<file path="src/rtl/noc_outport_alloc_if.sv">
// Handshake and data bundle between the input FIFOs, one output-port allocator
// and the downstream link.
interface noc_outport_alloc_if #(
    parameter int NUM_IN     = 5,
    parameter int DATA_WIDTH = 32
);
    logic [NUM_IN-1:0]            req;
    logic [NUM_IN-1:0]            in_valid;
    logic [NUM_IN*DATA_WIDTH-1:0] in_data;
    logic                         dcts;
    logic [NUM_IN-1:0]            grant;
    logic [DATA_WIDTH-1:0]        out_data;
    logic                         out_rts;
    logic                         busy;
    logic [NUM_IN-1:0]            owner;
    logic                         err_len;

    modport master (
        output req, in_valid, in_data, dcts,
        input  grant, out_data, out_rts, busy, owner, err_len
    );

    modport slave (
        input  req, in_valid, in_data, dcts,
        output grant, out_data, out_rts, busy, owner, err_len
    );
endinterface

</file>
<file path="src/rtl/noc_outport_alloc.sv">
// Per-output-port slice of the NoC router: round-robin wormhole arbiter,
// NUM_IN-way crossbar mux and registered output stage.
module noc_outport_alloc #(
    parameter int          NUM_IN      = 5,
    parameter int          DATA_WIDTH  = 32,
    parameter int          LEN_WIDTH   = 12,
    parameter logic [2:0]  FLIT_HEADER = 3'b001,
    parameter logic [2:0]  FLIT_TAIL   = 3'b100
) (
    input logic               clk,
    input logic               rst,
    noc_outport_alloc_if.slave bus
);
    localparam int IDX_W = (NUM_IN > 1) ? $clog2(NUM_IN) : 1;
    localparam logic [IDX_W-1:0]     LAST_IDX = IDX_W'(NUM_IN - 1);
    localparam logic [LEN_WIDTH-1:0] LEN_ONE  = LEN_WIDTH'(1);
    localparam logic [LEN_WIDTH-1:0] LEN_ZERO = LEN_WIDTH'(0);

    typedef enum logic [0:0] {
        IDLE   = 1'b0,
        LOCKED = 1'b1
    } state_t;

    state_t                state_r, state_nxt_s;
    logic [LEN_WIDTH-1:0]  remaining_r, remaining_nxt_s;
    logic [IDX_W-1:0]      rr_ptr_r, rr_ptr_nxt_s;
    logic [IDX_W-1:0]      owner_idx_r, owner_idx_nxt_s;
    logic [NUM_IN-1:0]     eligible_s;
    logic [NUM_IN-1:0]     grant_s;
    logic                  pick_vld_s;
    logic [IDX_W-1:0]      pick_idx_s;
    logic [IDX_W-1:0]      sel_idx_s;
    logic [DATA_WIDTH-1:0] sel_flit_s;
    logic [LEN_WIDTH-1:0]  eff_len_s;
    logic                  xfer_s;
    logic                  err_nxt_s;
    logic                  busy_nxt_s;

    logic [DATA_WIDTH-1:0] out_data_r;
    logic                  out_rts_r;
    logic                  busy_r;
    logic [NUM_IN-1:0]     owner_r;
    logic                  err_len_r;

    function automatic logic [2:0] flit_id(input logic [DATA_WIDTH-1:0] flit);
        return flit[DATA_WIDTH-1 -: 3];
    endfunction

    function automatic logic [LEN_WIDTH-1:0] flit_len(input logic [DATA_WIDTH-1:0] flit);
        return flit[DATA_WIDTH-4 -: LEN_WIDTH];
    endfunction

    function automatic logic [NUM_IN-1:0] onehot(input logic [IDX_W-1:0] idx);
        logic [NUM_IN-1:0] v;
        v = {NUM_IN{1'b0}};
        v[idx] = 1'b1;
        return v;
    endfunction

    // Inputs presenting a header flit routed to this output
    always_comb begin
        for (int i = 0; i < NUM_IN; i++) begin
            eligible_s[i] = bus.req[i] & bus.in_valid[i] &
                            (flit_id(bus.in_data[i*DATA_WIDTH +: DATA_WIDTH]) == FLIT_HEADER);
        end
    end

    // Round-robin search starting just after the last packet's input
    always_comb begin
        int cand;
        pick_vld_s = 1'b0;
        pick_idx_s = {IDX_W{1'b0}};
        cand       = 0;
        for (int k = 1; k <= NUM_IN; k++) begin
            cand = int'(rr_ptr_r) + k;
            if (cand >= NUM_IN) begin
                cand = cand - NUM_IN;
            end else begin
                cand = cand;
            end
            if (!pick_vld_s && eligible_s[cand]) begin
                pick_vld_s = 1'b1;
                pick_idx_s = IDX_W'(cand);
            end else begin
                pick_vld_s = pick_vld_s;
            end
        end
    end

    // Crossbar select: owner while locked, arbitration winner otherwise
    always_comb begin
        if (state_r == LOCKED) begin
            sel_idx_s = owner_idx_r;
        end else begin
            sel_idx_s = pick_idx_s;
        end
        sel_flit_s = bus.in_data[sel_idx_s*DATA_WIDTH +: DATA_WIDTH];
        eff_len_s  = (flit_len(sel_flit_s) == LEN_ZERO) ? LEN_ONE : flit_len(sel_flit_s);
    end

    // Next-state, grant and packet bookkeeping
    always_comb begin
        state_nxt_s     = state_r;
        remaining_nxt_s = remaining_r;
        rr_ptr_nxt_s    = rr_ptr_r;
        owner_idx_nxt_s = owner_idx_r;
        grant_s         = {NUM_IN{1'b0}};
        err_nxt_s       = 1'b0;
        if (rst) begin
            grant_s = {NUM_IN{1'b0}};
        end else begin
            case (state_r)
                IDLE: begin
                    if (bus.dcts && pick_vld_s) begin
                        grant_s[pick_idx_s] = 1'b1;
                        if (eff_len_s == LEN_ONE) begin
                            rr_ptr_nxt_s = pick_idx_s;
                        end else begin
                            state_nxt_s     = LOCKED;
                            owner_idx_nxt_s = pick_idx_s;
                            remaining_nxt_s = eff_len_s - LEN_ONE;
                        end
                    end else begin
                        grant_s = {NUM_IN{1'b0}};
                    end
                end
                LOCKED: begin
                    if (bus.dcts && bus.in_valid[owner_idx_r]) begin
                        grant_s[owner_idx_r] = 1'b1;
                        remaining_nxt_s      = remaining_r - LEN_ONE;
                        if (remaining_r == LEN_ONE) begin
                            state_nxt_s  = IDLE;
                            rr_ptr_nxt_s = owner_idx_r;
                        end else if (flit_id(sel_flit_s) == FLIT_TAIL) begin
                            // Tail arrived before the header's flit count ran out
                            state_nxt_s  = IDLE;
                            rr_ptr_nxt_s = owner_idx_r;
                            err_nxt_s    = 1'b1;
                        end else begin
                            state_nxt_s = LOCKED;
                        end
                    end else begin
                        grant_s = {NUM_IN{1'b0}};
                    end
                end
                default: begin
                    state_nxt_s = IDLE;
                end
            endcase
        end
    end

    // Busy covers the lock and the output cycle of the packet's last flit
    always_comb begin
        xfer_s     = |grant_s;
        busy_nxt_s = (state_nxt_s == LOCKED) | ((state_r == LOCKED) & xfer_s);
    end

    // State and registered output stage
    always_ff @(posedge clk) begin
        if (rst) begin
            state_r     <= IDLE;
            remaining_r <= LEN_ZERO;
            rr_ptr_r    <= LAST_IDX;
            owner_idx_r <= {IDX_W{1'b0}};
            out_data_r  <= {DATA_WIDTH{1'b0}};
            out_rts_r   <= 1'b0;
            busy_r      <= 1'b0;
            owner_r     <= {NUM_IN{1'b0}};
            err_len_r   <= 1'b0;
        end else begin
            state_r     <= state_nxt_s;
            remaining_r <= remaining_nxt_s;
            rr_ptr_r    <= rr_ptr_nxt_s;
            owner_idx_r <= owner_idx_nxt_s;
            out_data_r  <= xfer_s ? sel_flit_s : out_data_r;
            out_rts_r   <= xfer_s;
            busy_r      <= busy_nxt_s;
            owner_r     <= busy_nxt_s ? onehot(owner_idx_nxt_s) : {NUM_IN{1'b0}};
            err_len_r   <= err_nxt_s;
        end
    end

    assign bus.grant    = grant_s;
    assign bus.out_data = out_data_r;
    assign bus.out_rts  = out_rts_r;
    assign bus.busy     = busy_r;
    assign bus.owner    = owner_r;
    assign bus.err_len  = err_len_r;
endmodule

</file>
<file path="src/flat_wrapper.sv">
// flat-port wrapper written by rule: the top's interface ports become plain ports
module noc_outport_alloc_flat 
#(
    parameter int          NUM_IN      = 5,
    parameter int          DATA_WIDTH  = 32,
    parameter int          LEN_WIDTH   = 12,
    parameter logic [2:0]  FLIT_HEADER = 3'b001,
    parameter logic [2:0]  FLIT_TAIL   = 3'b100
)
  (clk, rst, bus_req, bus_in_valid, bus_in_data, bus_dcts, bus_grant, bus_out_data, bus_out_rts, bus_busy, bus_owner, bus_err_len);
  noc_outport_alloc_if #(.NUM_IN(NUM_IN), .DATA_WIDTH(DATA_WIDTH)) bus_i ();
  input logic clk;
  input logic rst;
  input wire logic [$bits(bus_i.req)-1:0] bus_req;
  input wire logic [$bits(bus_i.in_valid)-1:0] bus_in_valid;
  input wire logic [$bits(bus_i.in_data)-1:0] bus_in_data;
  input wire logic [$bits(bus_i.dcts)-1:0] bus_dcts;
  output wire logic [$bits(bus_i.grant)-1:0] bus_grant;
  output wire logic [$bits(bus_i.out_data)-1:0] bus_out_data;
  output wire logic [$bits(bus_i.out_rts)-1:0] bus_out_rts;
  output wire logic [$bits(bus_i.busy)-1:0] bus_busy;
  output wire logic [$bits(bus_i.owner)-1:0] bus_owner;
  output wire logic [$bits(bus_i.err_len)-1:0] bus_err_len;
  assign bus_i.req = bus_req;
  assign bus_i.in_valid = bus_in_valid;
  assign bus_i.in_data = bus_in_data;
  assign bus_i.dcts = bus_dcts;
  assign bus_grant = bus_i.grant;
  assign bus_out_data = bus_i.out_data;
  assign bus_out_rts = bus_i.out_rts;
  assign bus_busy = bus_i.busy;
  assign bus_owner = bus_i.owner;
  assign bus_err_len = bus_i.err_len;
  noc_outport_alloc #(.NUM_IN(NUM_IN), .DATA_WIDTH(DATA_WIDTH), .LEN_WIDTH(LEN_WIDTH), .FLIT_HEADER(FLIT_HEADER), .FLIT_TAIL(FLIT_TAIL)) u_core (.clk(clk), .rst(rst), .bus(bus_i));
endmodule
</file>
<file path="config.mk">
export PLATFORM = sky130hd
export DESIGN_NAME = noc_outport_alloc_flat
export DESIGN_NICKNAME = d
export VERILOG_FILES = /design/src/rtl/noc_outport_alloc_if.sv /design/src/rtl/noc_outport_alloc.sv /design/src/flat_wrapper.sv
export SDC_FILE = /design/constraint.sdc
export NUM_CORES = 1
export LEC_CHECK = 0
export ABC_AREA = 1
export CAP_MARGIN = 20
export CORE_UTILIZATION = 42
export CTS_BUF_LIST = sky130_fd_sc_hd__clkbuf_8 sky130_fd_sc_hd__clkbuf_16
export DETAILED_ROUTE_END_ITERATION = 12
export PLACE_DENSITY = 0.78
export SETUP_SLACK_MARGIN = 0.05
export SYNTH_ARGS = -nofsm -noshare
export SYNTH_HDL_FRONTEND = slang
export SYNTH_SLANG_ARGS = --single-unit
</file>
<file path="constraint.sdc">
create_clock -name clk -period 10.5 [get_ports clk]
set_input_delay 3.15 -clock clk [delete_from_list [all_inputs] [get_ports clk]]
set_output_delay 3.15 -clock clk [all_outputs]
set_load 0.01 [all_outputs]
</file>
# After elaboration in Yosys (flattened, before gate mapping)
# Index checks and enable logic that the tools add are counted.
# W data, S select, Z words.
# word_totals
out_inout_bits	45
word_cells	151
ff_bits	59
# classes
muxes	66
magnitude_cmp	16
add_sub_neg	12
eq_ne	13
n_reduce_logical	19
shift	1
bitwise_logic	15
# ops
op	n
$ge A32 B4 Y1 const B	5
$lt A32 B5 Y1 const B	5
$mux W32	5
$shiftx A160 B9 Y32	1
$sub A32 B4 Y32 const B	5
$mux W12	4
$mux W3	15
$mux W1	26
$eq A12 B1 Y1 const B	2
$pmux W12 S2	1
$sub A12 B1 Y12 const B	2
$bmux W1 S3	6
$eq A3 B1 Y1 const B	5
$mux W5	3
$logic_not A12 Y1	1
$lt A3 B4 Y1 const B	3
$and A1 B1 Y1	11
$pmux W5 S2	1
$demux W1 S3	3
$ge A3 B1 Y1 const B	3
$logic_and A1 B1 Y1	9
$add A3 B2 Y4 const B	2
$add A3 B3 Y4 const B	2
$pmux W3 S2	1
other kinds (14)	21

# Depth between registers and ports, before layout
# logic_depth
depth_word	32
mapped_depth	42
mapped_depth_nobuf	41

# Worst setup path after synthesis
# Ideal clock, no wire load.
# synth_timing
path_kind	input-to-output
startpoint	in bus_in_data[61]
endpoint	out bus_grant[4]
arrival_time_ns	4.800
slack_ns	2.550
t_required_ns	7.350
cell_stages	14
path_cell_list	inv_1 > nor2_1 > nand4_1 > nand3_1 > nand3_1 > nand3_2 > nand2_4 > nand2_4 > nor2_8 > nand2_2 > o21ai_0 > inv_1 > nand2_1 > a21oi_1
# synth_via
elab_chain_len	25
word_cells_on_any_way	44
cone_classes	order compare (2); eq/ne (1); mux (30); bitwise (1); reduce/logical (10)
# synth_lines
element	line_no	rtl
start, declared	flat_wrapper.sv:16	input wire logic [$bits(bus_i.in_data)-1:0] bus_in_data;
$eq A3 B1 Y1 *	noc_outport_alloc.sv:64	(flit_id(bus.in_data[i*DATA_WIDTH +: DATA_WIDTH]) == FLIT_HEADER);
$and A1 B1 Y1 *	noc_outport_alloc.sv:63	eligible_s[i] = bus.req[i] & bus.in_valid[i] &
$bmux W1 S3	noc_outport_alloc.sv:81	if (!pick_vld_s && eligible_s[cand]) begin
$mux W1 (implied by the code) (2 in a row)	noc_outport_alloc.sv:81	
$mux W1	noc_outport_alloc.sv:81	
$logic_not A1 Y1	noc_outport_alloc.sv:81	
$logic_and A1 B1 Y1	noc_outport_alloc.sv:81	
$mux W1	noc_outport_alloc.sv:81	
(+8 left out)	--	
$mux W3	noc_outport_alloc.sv:81	
$lt A3 B4 Y1 (implied by the code) / $ge A3 B1 Y1 (equally long branches)	noc_outport_alloc.sv:115	grant_s[pick_idx_s] = 1'b1;
$logic_and A1 B1 Y1 (implied by the code)	noc_outport_alloc.sv:115	
$mux W1 (implied by the code)	noc_outport_alloc.sv:115	
$demux W1 S3	--	
$mux W5 *	noc_outport_alloc.sv:114	if (bus.dcts && pick_vld_s) begin
$pmux W5 S2 *	noc_outport_alloc.sv:112	case (state_r)
$mux W5 *	noc_outport_alloc.sv:109	if (rst) begin
end, declared	flat_wrapper.sv:18	output wire logic [$bits(bus_i.grant)-1:0] bus_grant;
# Every way passes the cells marked *; elsewhere a longest branch is shown, timed or not. The select of a mux whose other input is x is not followed.

# Worst setup path after layout
# layout_timing
startpoint	in bus_in_data[63]
endpoint	out bus_grant[4]
# The elaborated chain is that of the path after synthesis.

==> flow_metrics.py <==
metrics = {
    "outcome": {
        "status": "finished clean",
    },
    "clock_tree": {
        "cts-resized-gates": 0,
        "clock_latency_ps": 330,
        "path_clk_slew_ps": 50,
        "cts_tree": "done",
        "cts.sinks": 59,
        "htree_levels": 3,
        "hold_buffers": 0,
        "clockBufferDepth": 2,
        "cts_root_buf": "clkbuf_16",
        "cts_setup_buffers": 0,
        "cts_buffers": 9,
    },
    "logic_synthesis": {
        "synth_cells": 938,
        "synth_compound_area_share_pct": 20.6,
        "yosys_warnings": 0,
        "synthTopCellsByCount": "nand2_1 (242), nand3_1 (111), nor2_1 (103)",
        "syn-num-nets": 1126,
        "synthSimpleGateAreaFrac_pct": 44.1,
        "syn_area_um2": 5580,
        "synthXorXnorAreaFrac_pct": 0.785,
        "synth-main-ff-cell": "dfxtp_1",
        "synth.largest_area_cell": "dfxtp_1",
        "synth-edff-count": 0,
        "synth_top_family_by_area": "simple AND/OR/NAND/NOR gates",
        "ys_ff_latch": 59,
        "synthAdderAreaFrac_pct": 3.50,
        "synth-seq-area-share_pct": 21.2,
        "synth_cell_types": 46,
        "ys_async_sr_fraction_pct": 0,
        "synthTopCellsByArea": "dfxtp_1 (21%), nand2_1 (16%), nand3_1 (10%)",
        "syn_area_per_cell_um2": 5.95,
        "yosysTopAreaCellShare_pct": 21.2,
        "yosys-mux-area-fraction_pct": 0,
        "yosysMostFrequentCell": "nand2_1",
    },
    "setup_path": {
        "slowest_delay_ps": 510,
        "cp-start-kind": "primary input",
        "cp-end-kind": "output port",
        "cp.arrival_ps": 6130,
        "cp_cell_sequence": "clkdlybuf4s50_1 -> nor2_1 -> nand4_1 -> nand3_1 -> nand3_1 -> nand3_2 -> nand2_4 -> nand2_4 -> nor2_8 -> nand2_2 -> o21ai_0 -> inv_1 -> nand2_1 -> a21oi_1 -> clkdlybuf4s50_1",
        "required_ps": 7350,
        "cp_slowest_cell": "o21ai_0",
        "path_class": "in2out",
        "worst-path-buf-inv": 3,
        "crit_family": "buffers and inverters",
        "cp_max_fo": 7,
    },
    "finish": {
        "syn2layout_area_growth_pct": 45.7,
        "antenna_cells": 0,
        "drive_gt1_share_pct": 8.06,
        "nNetsFinal": 1312,
    },
    "sta": {
        "period_minus_slack_ps": 9280,
        "max_slew_margin_pct": 28.2,
        "slew_violations": 0,
        "period_share_pct": 88.4,
        "finalSetupViolCount": 0,
        "worstMarginPinSlew_ps": 1070,
        "finalSetupTns_ps": 0,
        "fmaxAchievable_mhz": 108,
        "skew_ps": 8.68,
        "rsz0062_at_grt": "false",
        "finalHoldViolCount": 0,
    },
    "route": {
        "wl_per_cell_um": 16.4,
        "routed_via_density": 5.44,
        "drc_errors": 0,
        "final_antenna_net_count": 0,
        "drt_iter0_markers": 515,
        "wirelength_mm": 21.4,
        "dr.pass1.iters": 5,
        "via_count": 7075,
    },
    "placed_design": {
        "gp_congestion": 0.937,
        "dp_hpwl_mm": 16.1,
        "port_buffers": 217,
    },
    "die": {
        "rows": 41,
        "pin_count": 218,
        "start_util_pct": 43.7,
        "dieArea_um2": 13700,
        "fp.dieH_um": 117,
        "fp.dieW_um": 117,
        "core-area_um2": 12800,
    },
    "grt": {
        "grt_usage_pct": 31.9,
        "grt-ovfl-total": 0,
        "grt_pass1_wl_mm": 33.1,
        "antenna_found_initial": 0,
        "grt_max_degree": 67,
        "grt_pass1_vias": 6636,
    },
    "flow_run": {
        "cap_violations": 0,
    },
    "worst_hold_path": {
        "hold_class": "reg2reg",
    },
}
-- kinds of logic (layout without fill, tap and decap cells) --
family	Yosys count	after routing
flops	59	59
xor+xnor	5	5
compound gates	200	200
fa+ha+maj	15	15
simple gates	530	530
buf+inv	129	320
-- area by class of cell --
type                    count  area (µm²)
clock inverters             6         105
flip-flops and latches     59        1180
multi-input cells         750        3850
inverters                  79         297
clock buffers              10         239
well taps                 172         215
repair buffers            225        2240
fillers                  1241        4640
-- worst paths after layout --
kind,from,to,slack (ps),cells past startpoint
max,bus_in_data[63],bus_grant[4],1220,15
min,u_core.bus.out_data[8],u_core.bus.out_data[8],490,2
max reg2reg,u_core.rr_ptr_r[0],u_core.remaining_r[7],3430,38
min reg2reg,u_core.bus.out_data[8],u_core.bus.out_data[8],490,2
-- per-layer routing --
| metal | track usage (%) | vias up | part of all wire [%] |
|---|---|---|---|
| met4 | 15.0 | 0 | 4.0 |
| met5 | 0 | - | 0 |
| met2 | 53.6 | 319 | 46 |
| li1 | - | 3515 | - |
| met1 | 38.5 | 3192 | 41 |
| met3 | 7.31 | 49 | 8.3 |
-- registers in the layout, summed over array words and instances (netlist names) --
name,cells
u_core.bus.err_len,1
u_core.bus.owner,5
u_core.remaining_r,12
u_core.owner_idx_r,3
u_core.state_r,1
u_core.bus.busy,1
u_core.bus.out_rts,1
u_core.rr_ptr_r,3
u_core.bus.out_data,32
-- tightest hold or removal path, stage by stage (launching register included) --
cell	delay, ps
dfxtp_1	300
nor2_1	90
a311oi_1	40
-- per-stage QoR --
step	cell area (µm²)	hold WS, ps	utilization, %	std cells	setup slack, ps
finish	8130	485	63.6	1301	1220
detailed placement	7770	481	60.8	1284	1280
floorplan	5580	486	-	938	2550
global route	8130	521	63.6	1301	970
CTS	8110	489	63.5	1300	1280
global placement	7770	479	60.8	1284	1390
-- cell usage in the layout (no fill, tap or decap), types with 4 or more instances in the layout --
master,netlist,layout
clkdlybuf4s50_1,0,217
a31oi_1,20,20
ha_1,14,14
buf_4,2,7
clkbuf_16,0,9
nand3_2,10,10
nor2_2,5,5
o21ai_0,87,87
o22ai_1,17,17
nor2_1,103,103
nand2_2,14,15
nor2_4,4,4
nand3_1,111,111
o211ai_1,6,6
a21oi_1,35,35
a21oi_2,5,5
nor3_1,10,10
o21ai_1,18,18
inv_1,64,66
nand2_1,242,241
inv_2,13,13
dfxtp_1,59,59
nand2_4,5,5
nand4_1,15,15
Power is not shown: default switching activity piles up to over one toggle a cycle in this logic, so the estimate is an artifact.
